==> config.mk <==
export PLATFORM = sky130hd
export DESIGN_NAME = iq_sample_repeater_flat
export DESIGN_NICKNAME = d
export VERILOG_FILES = /design/src/rtl/iq_sample_repeater_if.sv /design/src/rtl/iq_sample_repeater.sv /design/src/flat_wrapper.sv
export SDC_FILE = /design/constraint.sdc
export NUM_CORES = 1
export LEC_CHECK = 0
export BUFFER_PORTS_ARGS = -buffer_cell sky130_fd_sc_hd__buf_2
export CAP_MARGIN = 20
export CORE_MARGIN = 2
export CORE_UTILIZATION = 48
export CTS_BUF_LIST = sky130_fd_sc_hd__clkbuf_4
export DETAILED_ROUTE_END_ITERATION = 12
export PLACE_DENSITY = 0.75
export RECOVER_POWER = 100
export SYNTH_ARGS = -nofsm -noshare
export SYNTH_HDL_FRONTEND = slang
export SYNTH_SLANG_ARGS = --single-unit
export TNS_END_PERCENT = 10
==> constraint.sdc <==
create_clock -name clk -period 1.4 [get_ports clk]
set_input_delay 0 -clock clk [delete_from_list [all_inputs] [get_ports clk]]
set_output_delay 0 -clock clk [all_outputs]
set_load 0.01 [all_outputs]
==> src/rtl/iq_sample_repeater_if.sv <==
// -----------------------------------------------------------------------------
// iq_sample_repeater_if
// Bundles the configuration, input-stream and output-stream handshakes of the
// I/Q sample repeater into a single interface.
//
// Signals:
//   cfg_factor      requested output beats per input sample (CNT_W bits)
//   cfg_zero_stuff  0 = hold mode, 1 = zero-stuff mode
//   in_valid/in_ready, in_i/in_q        input sample stream (two's complement)
//   out_valid/out_ready, out_i/out_q,
//   out_last                            output beat stream
//
// Modports:
//   slave  : the repeater's view (consumes the input stream, drives output)
//   master : the environment's view (drives input stream and out_ready)
// -----------------------------------------------------------------------------
interface iq_sample_repeater_if #(
    parameter int DATA_W = 12,
    parameter int CNT_W  = 4
);
    logic [CNT_W-1:0]  cfg_factor;
    logic              cfg_zero_stuff;

    logic              in_valid;
    logic              in_ready;
    logic [DATA_W-1:0] in_i;
    logic [DATA_W-1:0] in_q;

    logic              out_valid;
    logic              out_ready;
    logic [DATA_W-1:0] out_i;
    logic [DATA_W-1:0] out_q;
    logic              out_last;

    modport slave (
        input  cfg_factor, cfg_zero_stuff,
        input  in_valid, in_i, in_q,
        output in_ready,
        output out_valid, out_i, out_q, out_last,
        input  out_ready
    );

    modport master (
        output cfg_factor, cfg_zero_stuff,
        output in_valid, in_i, in_q,
        input  in_ready,
        input  out_valid, out_i, out_q, out_last,
        output out_ready
    );
endinterface

==> src/rtl/iq_sample_repeater.sv <==
// -----------------------------------------------------------------------------
// iq_sample_repeater
// Zero-order-hold / zero-stuff interpolator for the TX I/Q path. Each accepted
// input sample is emitted as F output beats, each under its own valid/ready
// handshake. F and the mode are latched when the sample is accepted. A new
// sample can be accepted in the same cycle as the final beat's handshake so
// back-to-back samples stream without a bubble.
//
// Ports:
//   clk           clock
//   rst           synchronous, active-high reset
//   bus           iq_sample_repeater_if.slave (config, input and output streams)
//   underrun_cnt  16-bit saturating count of cycles with out_ready=1 and
//                 out_valid=0 (only with IQ_REPEATER_UNDERRUN_CNT_EN defined)
//
// Optional build macro: IQ_REPEATER_UNDERRUN_CNT_EN
// -----------------------------------------------------------------------------
module iq_sample_repeater #(
    parameter int DATA_W     = 12,
    parameter int MAX_FACTOR = 8,
    parameter int CNT_W      = $clog2(MAX_FACTOR + 1)
) (
    input  logic clk,
    input  logic rst,
`ifdef IQ_REPEATER_UNDERRUN_CNT_EN
    output logic [15:0] underrun_cnt,
`endif
    iq_sample_repeater_if.slave bus
);

    typedef enum logic {
        IDLE   = 1'b0,
        ACTIVE = 1'b1
    } state_t;

    state_t            state_q;
    logic [CNT_W-1:0]  cnt_q;        // beats still to be emitted after the current one
    logic              zero_mode_q;  // latched mode of the sample in flight
    logic [DATA_W-1:0] hold_i_q;
    logic [DATA_W-1:0] hold_q_q;
    logic [DATA_W-1:0] out_i_q;
    logic [DATA_W-1:0] out_q_q;
    logic              out_valid_q;
    logic              out_last_q;

    logic [CNT_W-1:0]  factor_d;     // effective factor derived from cfg_factor
    logic              in_ready_d;
    logic              accept_d;
    logic              out_hs_d;

    // Effective factor: 0 means 1, anything above MAX_FACTOR is clamped.
    always_comb begin
        factor_d = bus.cfg_factor;
        if (bus.cfg_factor == '0) begin
            factor_d = CNT_W'(1);
        end else if (bus.cfg_factor > CNT_W'(MAX_FACTOR)) begin
            factor_d = CNT_W'(MAX_FACTOR);
        end
    end

    assign out_hs_d   = out_valid_q && bus.out_ready;
    // Ready when idle, or when the last beat of the current sample is leaving.
    assign in_ready_d = !rst && ((state_q == IDLE) || (out_hs_d && out_last_q));
    assign accept_d   = bus.in_valid && in_ready_d;

    always_ff @(posedge clk) begin
        if (rst) begin
            state_q     <= IDLE;
            cnt_q       <= '0;
            zero_mode_q <= 1'b0;
            hold_i_q    <= '0;
            hold_q_q    <= '0;
            out_i_q     <= '0;
            out_q_q     <= '0;
            out_valid_q <= 1'b0;
            out_last_q  <= 1'b0;
        end else if (accept_d) begin
            // New sample (possibly replacing a final beat in the same cycle).
            state_q     <= ACTIVE;
            hold_i_q    <= bus.in_i;
            hold_q_q    <= bus.in_q;
            zero_mode_q <= bus.cfg_zero_stuff;
            out_i_q     <= bus.in_i;
            out_q_q     <= bus.in_q;
            out_valid_q <= 1'b1;
            out_last_q  <= (factor_d == CNT_W'(1));
            cnt_q       <= factor_d - CNT_W'(1);
        end else if (state_q == ACTIVE && out_hs_d) begin
            if (out_last_q) begin
                // Data registers keep their last value while idle.
                state_q     <= IDLE;
                out_valid_q <= 1'b0;
                out_last_q  <= 1'b0;
            end else begin
                cnt_q      <= cnt_q - CNT_W'(1);
                out_i_q    <= zero_mode_q ? '0 : hold_i_q;
                out_q_q    <= zero_mode_q ? '0 : hold_q_q;
                out_last_q <= (cnt_q == CNT_W'(1));
            end
        end
    end

    assign bus.in_ready  = in_ready_d;
    assign bus.out_valid = out_valid_q;
    assign bus.out_i     = out_i_q;
    assign bus.out_q     = out_q_q;
    assign bus.out_last  = out_last_q;

`ifdef IQ_REPEATER_UNDERRUN_CNT_EN
    logic [15:0] underrun_q;

    always_ff @(posedge clk) begin
        if (rst) begin
            underrun_q <= '0;
        end else if (bus.out_ready && !out_valid_q && underrun_q != 16'hFFFF) begin
            underrun_q <= underrun_q + 16'd1;
        end
    end

    assign underrun_cnt = underrun_q;
`endif

endmodule

==> src/flat_wrapper.sv <==
// flat-port wrapper written by rule: the top's interface ports become plain ports
module iq_sample_repeater_flat 
#(
    parameter int DATA_W     = 12,
    parameter int MAX_FACTOR = 8,
    parameter int CNT_W      = $clog2(MAX_FACTOR + 1)
)
  (clk, rst, bus_cfg_factor, bus_cfg_zero_stuff, bus_in_valid, bus_in_i, bus_in_q, bus_in_ready, bus_out_valid, bus_out_i, bus_out_q, bus_out_last, bus_out_ready);
  iq_sample_repeater_if #(.DATA_W(DATA_W), .CNT_W(CNT_W)) bus_i ();
  input  logic clk;
  input  logic rst;
  input wire logic [$bits(bus_i.cfg_factor)-1:0] bus_cfg_factor;
  input wire logic [$bits(bus_i.cfg_zero_stuff)-1:0] bus_cfg_zero_stuff;
  input wire logic [$bits(bus_i.in_valid)-1:0] bus_in_valid;
  input wire logic [$bits(bus_i.in_i)-1:0] bus_in_i;
  input wire logic [$bits(bus_i.in_q)-1:0] bus_in_q;
  output wire logic [$bits(bus_i.in_ready)-1:0] bus_in_ready;
  output wire logic [$bits(bus_i.out_valid)-1:0] bus_out_valid;
  output wire logic [$bits(bus_i.out_i)-1:0] bus_out_i;
  output wire logic [$bits(bus_i.out_q)-1:0] bus_out_q;
  output wire logic [$bits(bus_i.out_last)-1:0] bus_out_last;
  input wire logic [$bits(bus_i.out_ready)-1:0] bus_out_ready;
  assign bus_i.cfg_factor = bus_cfg_factor;
  assign bus_i.cfg_zero_stuff = bus_cfg_zero_stuff;
  assign bus_i.in_valid = bus_in_valid;
  assign bus_i.in_i = bus_in_i;
  assign bus_i.in_q = bus_in_q;
  assign bus_in_ready = bus_i.in_ready;
  assign bus_out_valid = bus_i.out_valid;
  assign bus_out_i = bus_i.out_i;
  assign bus_out_q = bus_i.out_q;
  assign bus_out_last = bus_i.out_last;
  assign bus_i.out_ready = bus_out_ready;
  iq_sample_repeater #(.DATA_W(DATA_W), .MAX_FACTOR(MAX_FACTOR), .CNT_W(CNT_W)) u_core (.clk(clk), .rst(rst), .bus(bus_i));
endmodule
---- After elaboration in Yosys (flattened, before gate mapping) ----
Cells that the tools add are included.
storage, ports and cells
  logic and storage cells ................. 46
  input port bits ......................... 33
  flip-flop bits (word level) ............. 55
cells by class
  eq/ne operators ......................... 3
  add/sub/neg operators ................... 2
  $lt $le $gt $ge ......................... 1
  bitwise gates (word level) .............. 1
  muxes and demuxes ....................... 19
  reductions and logical operators ........ 12
operator list
  kind                 count
  $mux 12              8
  $mux 4               5
  $eq 4x1->1 const B   2
  $sub 4x1->4 const B  2
  $mux 1               6
  $logic_and 1x1->1    5
  $gt 4x4->1 const B   1
  $logic_not 4->1      1
  $reduce_and 2->1     2
  $reduce_bool 2->1    2
  $ne 2x2->1 const B   1
  $logic_not 1->1      1
  $logic_or 1x1->1     1
  $not 1->1            1

---- Longest topological paths before layout ----
  depth in word-level cells ............... 7
  mapped depth ............................ 6
  mapped depth without buffers ............ 6

---- Worst setup path before layout ----
OpenSTA, ideal clock, no wires.
  path kind ............................... reg2reg
  from .................................... register u_core.out_valid_q (netlist: u_core.bus.out_valid)
  to ...................................... register u_core.out_i_q[10] (netlist: u_core.bus.out_i[10])
  path buffers ............................ 1
  arrival ................................. 1348 ps
  data required time ...................... 1278 ps
  stages on the path, launching flop included .. 6
  period minus slack after synthesis ...... 1469 ps
  path slack .............................. -69 ps
  cell sequence ........................... dfxtp_1 > and2b_1 > o21a_4 > nor2_4 > buf_6 > a221o_1
between the ends
  longest elaborated chain between the ends .. 7
  elaborated cells on any way between the ends .. 11
  those cells by class .................... 1 x eq/ne; 1 x mux; 1 x bitwise; 8 x reduce/logical
ends and longest elaborated chain
  what                                                              RTL line                  source
  from (decl)                                                       iq_sample_repeater.sv:43  logic out_valid_q;
  from (signal assigned)                                            iq_sample_repeater.sv:75  out_valid_q <= 1'b0;
  from (signal assigned)                                            iq_sample_repeater.sv:85  out_valid_q <= 1'b1;
  from (signal assigned)                                            iq_sample_repeater.sv:92  out_valid_q <= 1'b0;
  $logic_and 1x1->1                                                 iq_sample_repeater.sv:61  assign out_hs_d = out_valid_q && bus.out_ready;
  $logic_and 1x1->1                                                 iq_sample_repeater.sv:63  assign in_ready_d = !rst && ((state_q == IDLE) || (out_hs_d && out_last_q));
  $logic_or 1x1->1                                                  iq_sample_repeater.sv:63
  $logic_and 1x1->1                                                 iq_sample_repeater.sv:63
  $logic_and 1x1->1                                                 iq_sample_repeater.sv:64  assign accept_d = bus.in_valid && in_ready_d;
  $ne 2x2->1 (no source line) or $reduce_bool 2->1 (tied branches)  --
  $reduce_and 2->1 (no source line)                                 --
  to (signal assigned)                                              iq_sample_repeater.sv:83  out_i_q <= bus.in_i;
  to (signal assigned)                                              iq_sample_repeater.sv:96  out_i_q <= zero_mode_q ? '0 : hold_i_q;
  to (decl)                                                         iq_sample_repeater.sv:41  logic [DATA_W-1:0] out_i_q;
Several ways; a longest one is shown, not always the timed one.
A chain may end at the register's enable or synchronous reset.

---- Worst setup path after layout ----
  from .................................... register u_core.out_last_q (netlist: u_core.bus.out_last)
  to ...................................... register u_core.out_q_q[3] (netlist: u_core.bus.out_q[3])
between the ends
  longest elaborated chain between the ends .. 6
  elaborated cells on any way between the ends .. 8
  those cells by class .................... 1 x eq/ne; 1 x mux; 6 x reduce/logical
ends and longest elaborated chain
  what                                                              RTL line                  source
  from (decl)                                                       iq_sample_repeater.sv:44  logic out_last_q;
  from (signal assigned)                                            iq_sample_repeater.sv:86  out_last_q <= (factor_d == CNT_W'(1));
  from (signal assigned)                                            iq_sample_repeater.sv:98  out_last_q <= (cnt_q == CNT_W'(1));
  $logic_and 1x1->1                                                 iq_sample_repeater.sv:63
  $logic_or 1x1->1                                                  iq_sample_repeater.sv:63
  $logic_and 1x1->1                                                 iq_sample_repeater.sv:63
  $logic_and 1x1->1                                                 iq_sample_repeater.sv:64
  $ne 2x2->1 (no source line) or $reduce_bool 2->1 (tied branches)  --
  $reduce_and 2->1 (no source line)                                 --
  to (signal assigned)                                              iq_sample_repeater.sv:84  out_q_q <= bus.in_q;
  to (signal assigned)                                              iq_sample_repeater.sv:97  out_q_q <= zero_mode_q ? '0 : hold_q_q;
  to (decl)                                                         iq_sample_repeater.sv:42  logic [DATA_W-1:0] out_q_q;
Several ways; a longest one is shown, not always the timed one.

==> impl_metrics.toml <==
[placed_design]
dp.cells = 331
gp_congestion = 0.820
port_buffers = 59
place_ws_ns = -0.0655
dp_hpwl_um = 3220

[clocking]
cts_tree = "built"
h-tree-depth = 2
clk_pin_slew_ns = 0.14
ctsLongestPathBuffers = 2
root_buffer = "clkbuf_4"
clock_latency_ns = 0.37
cts_sinks = 55
numCtsBuffers = 5

[global_routing]
grt_max_degree = 19
grt_usage_pct = 19.2
first_global_vias = 1720
gr-total-overflow = 0
grt_pass1_wl_um = 7710
antenna_found_initial = 0

[synth]
syn_area_um2 = 2180
yosysSeqAreaShare_pct = 50.6
ys_ff_latch = 55
yosysUniqueCellTypes = 42
synth_area_leaders = "dfxtp_1 51%, a221o_1 7.4%, a21o_1 5.5%, and2_1 4.6%, nand2_1 4.0%"
syn-instance-count = 218
syn_avg_cell_area_um2 = 9.98
yosysTopAreaCell = "dfxtp_1"
synth_ff_type = "dfxtp_1"
postSynthNetCount = 255
synth_warnings = 0
synthArstFlopShare_pct = 0
synth_edf_count = 0
synth_top_area_share_pct = 50.6

[critical_path]
worstSetupEndpointType = "register"
reg2reg_slack_ns = 0.004
required_ns = 1.67
cp.arrival_ns = 1.67
r2r-start = "u_core.bus.out_last"
worstSetupStartpointType = "register"
critPathKind = "register to register"
reg2reg_depth = 5
timing.rr.end = "u_core.bus.out_q[3]"
crit_fanout = 16

[drt]
drtPass1Iterations = 4
dr.max_layer_used = "met4"
viasPerCell = 5.20
met2_length_um = 2300
drt_iter0_drc = 122
ant_nets = 0
drc = 0
wl_met1_um = 2180
wl_per_cell_um = 13.0
routed-wl-met3_um = 256
vias = 1936
routed_wl_um = 4850

[sta]
worst_pin_slew_ns = 0.396
hold_viol = 0
slew_violations = 0
rsz0062_at_grt = "true"
fin_crit_ns = 1.40
setup_viol = 0
max_freq_mhz = 716
finClkSkew_ns = 0.00896
whs_ns = 0.0179
finalCritPeriodShare_pct = 99.7
fin_ws_ns = 0.00351
worst_slew_margin_rel_pct = 73.5

[cells_and_area]
final_cell_mix = "53 x dfxtp_1, 35 x buf_2, 29 x dlygate4sd3_1"
drive_gt1_share_pct = 23.4
seqCellArea_um2 = 1110
multi_input_area_um2 = 990
syn2layout_area_growth_pct = 37.1
stdcell_count = 372
num_antenna_cells = 0
fill_cells = 347
fin_nets = 356
final_common_cell = "dfxtp_1"

[hold_path]
min_path_cells = 3
min_path_type = "input pin to register"
hold_end = "u_core.bus.out_q[1]"
worstHoldStart = "bus_out_ready"

[floorplan]
num_rows = 24
die_h_um = 71.3
die-area_um2 = 5090
core_um2 = 4350
start_util_pct = 50.0
io_pins = 60
die_x_um = 71.3

[power_and_ir_drop]
irDropWorstVdd_v = 0.000532
p_leak_uw = 0.00134
power_density_nw_per_um2 = 983

[run_status]
status = "finished clean"

[job]
maxCapViolCount = 0
-- area by class of cell --
class | count | area share, %
Sequential cell | 55 | 37.2
Multi-Input combinational cell | 143 | 33.2
Timing Repair Buffer | 105 | 24.4
Tap cell | 52 | 2.18
Clock buffer | 6 | 1.51
Inverter | 9 | 1.13
Clock inverter | 2 | 0.419
-- worst max-delay path: stages (launching register included) --
cell	delay [ns]
dfxtp_4	0.39
and2b_2	0.23
o21a_4	0.16
nor2_4	0.05
buf_12	0.14
a221o_1	0.33
-- Yosys cell counts (4+ instances only) --
cell type / count
dfxtp_1: 55
nand2_1: 23
a21o_1: 16
a221o_1: 16
and2_1: 16
a21oi_1: 13
nor2_1: 12
inv_1: 9
buf_2: 4
ha_1: 4
o311ai_0: 4
-- flip-flops by register name, indices dropped and copies added (netlist names) --
name and flops:
u_core.hold_i_q 12, u_core.zero_mode_q 1, u_core.bus.out_q 12, u_core.bus.out_valid 1, u_core.cnt_q 4, u_core.hold_q_q 12
u_core.bus.out_i 12, u_core.bus.out_last 1
-- kinds of logic after synthesis --
kind of cell               synth area share (%)
DFF                                        50.6
AOI/OAI and AO/OA                          23.2
buffers and inverters                      4.54
and+or+nand+nor                            17.7
adders and majority gates                  2.30
muxes                                     0.460
xor gates and xnor gates                   1.21
-- where the power goes --
part           leakage (uW)  internal, uW  switching (uW)
registers          0.000453          1660            60.7
clock network     0.0000333           215             467
logic              0.000856           283             242
-- worst max path at each step --
stage | startpoint | end | depth (start not counted)
global placement | u_core.bus.out_valid | u_core.hold_i_q[2] | 4
global route | u_core.bus.out_last | u_core.bus.out_i[9] | 5
CTS | u_core.bus.out_last | u_core.bus.out_q[3] | 4
detailed placement | u_core.bus.out_valid | u_core.hold_i_q[9] | 4
floorplan | u_core.bus.out_last | u_core.bus.out_i[10] | 5
finish | u_core.bus.out_last | u_core.bus.out_q[3] | 5
-- through the flow --
| stage | utilization [%] | TNS (ns) | total power (uW) | area [um^2] |
|---|---|---|---|---|
| 3_5_place_dp | 59.4 | -1.21 | 2200 | 2590 |
| 2_1_floorplan | - | 0 | 2020 | 2180 |
| 5_1_grt | 68.5 | -0.200 | 3060 | 2980 |
| 3_3_place_gp | 59.4 | -0.456 | 2190 | 2590 |
| 6_report | 68.5 | 0 | 2930 | 2980 |
| 4_1_cts | 67.6 | -0.493 | 2940 | 2950 |
-- layer usage --
| metal | track usage (%) | vias up |
|---|---|---|
| met5 | 0 | - |
| met2 | 31.7 | 54 |
| met1 | 23.8 | 886 |
| li1 | - | 985 |
| met4 | 9.22 | 0 |
| met3 | 4.50 | 11 |
-- repair_timing --
action	CTS	global route
pin swaps	2	9
buffers inserted	0	5
setup endpoints to repair	32	16
hold buffers	29	0
resized for setup	3	6
endpoints found under the hold margin	52	0
Power figures use the tool's default switching activity.
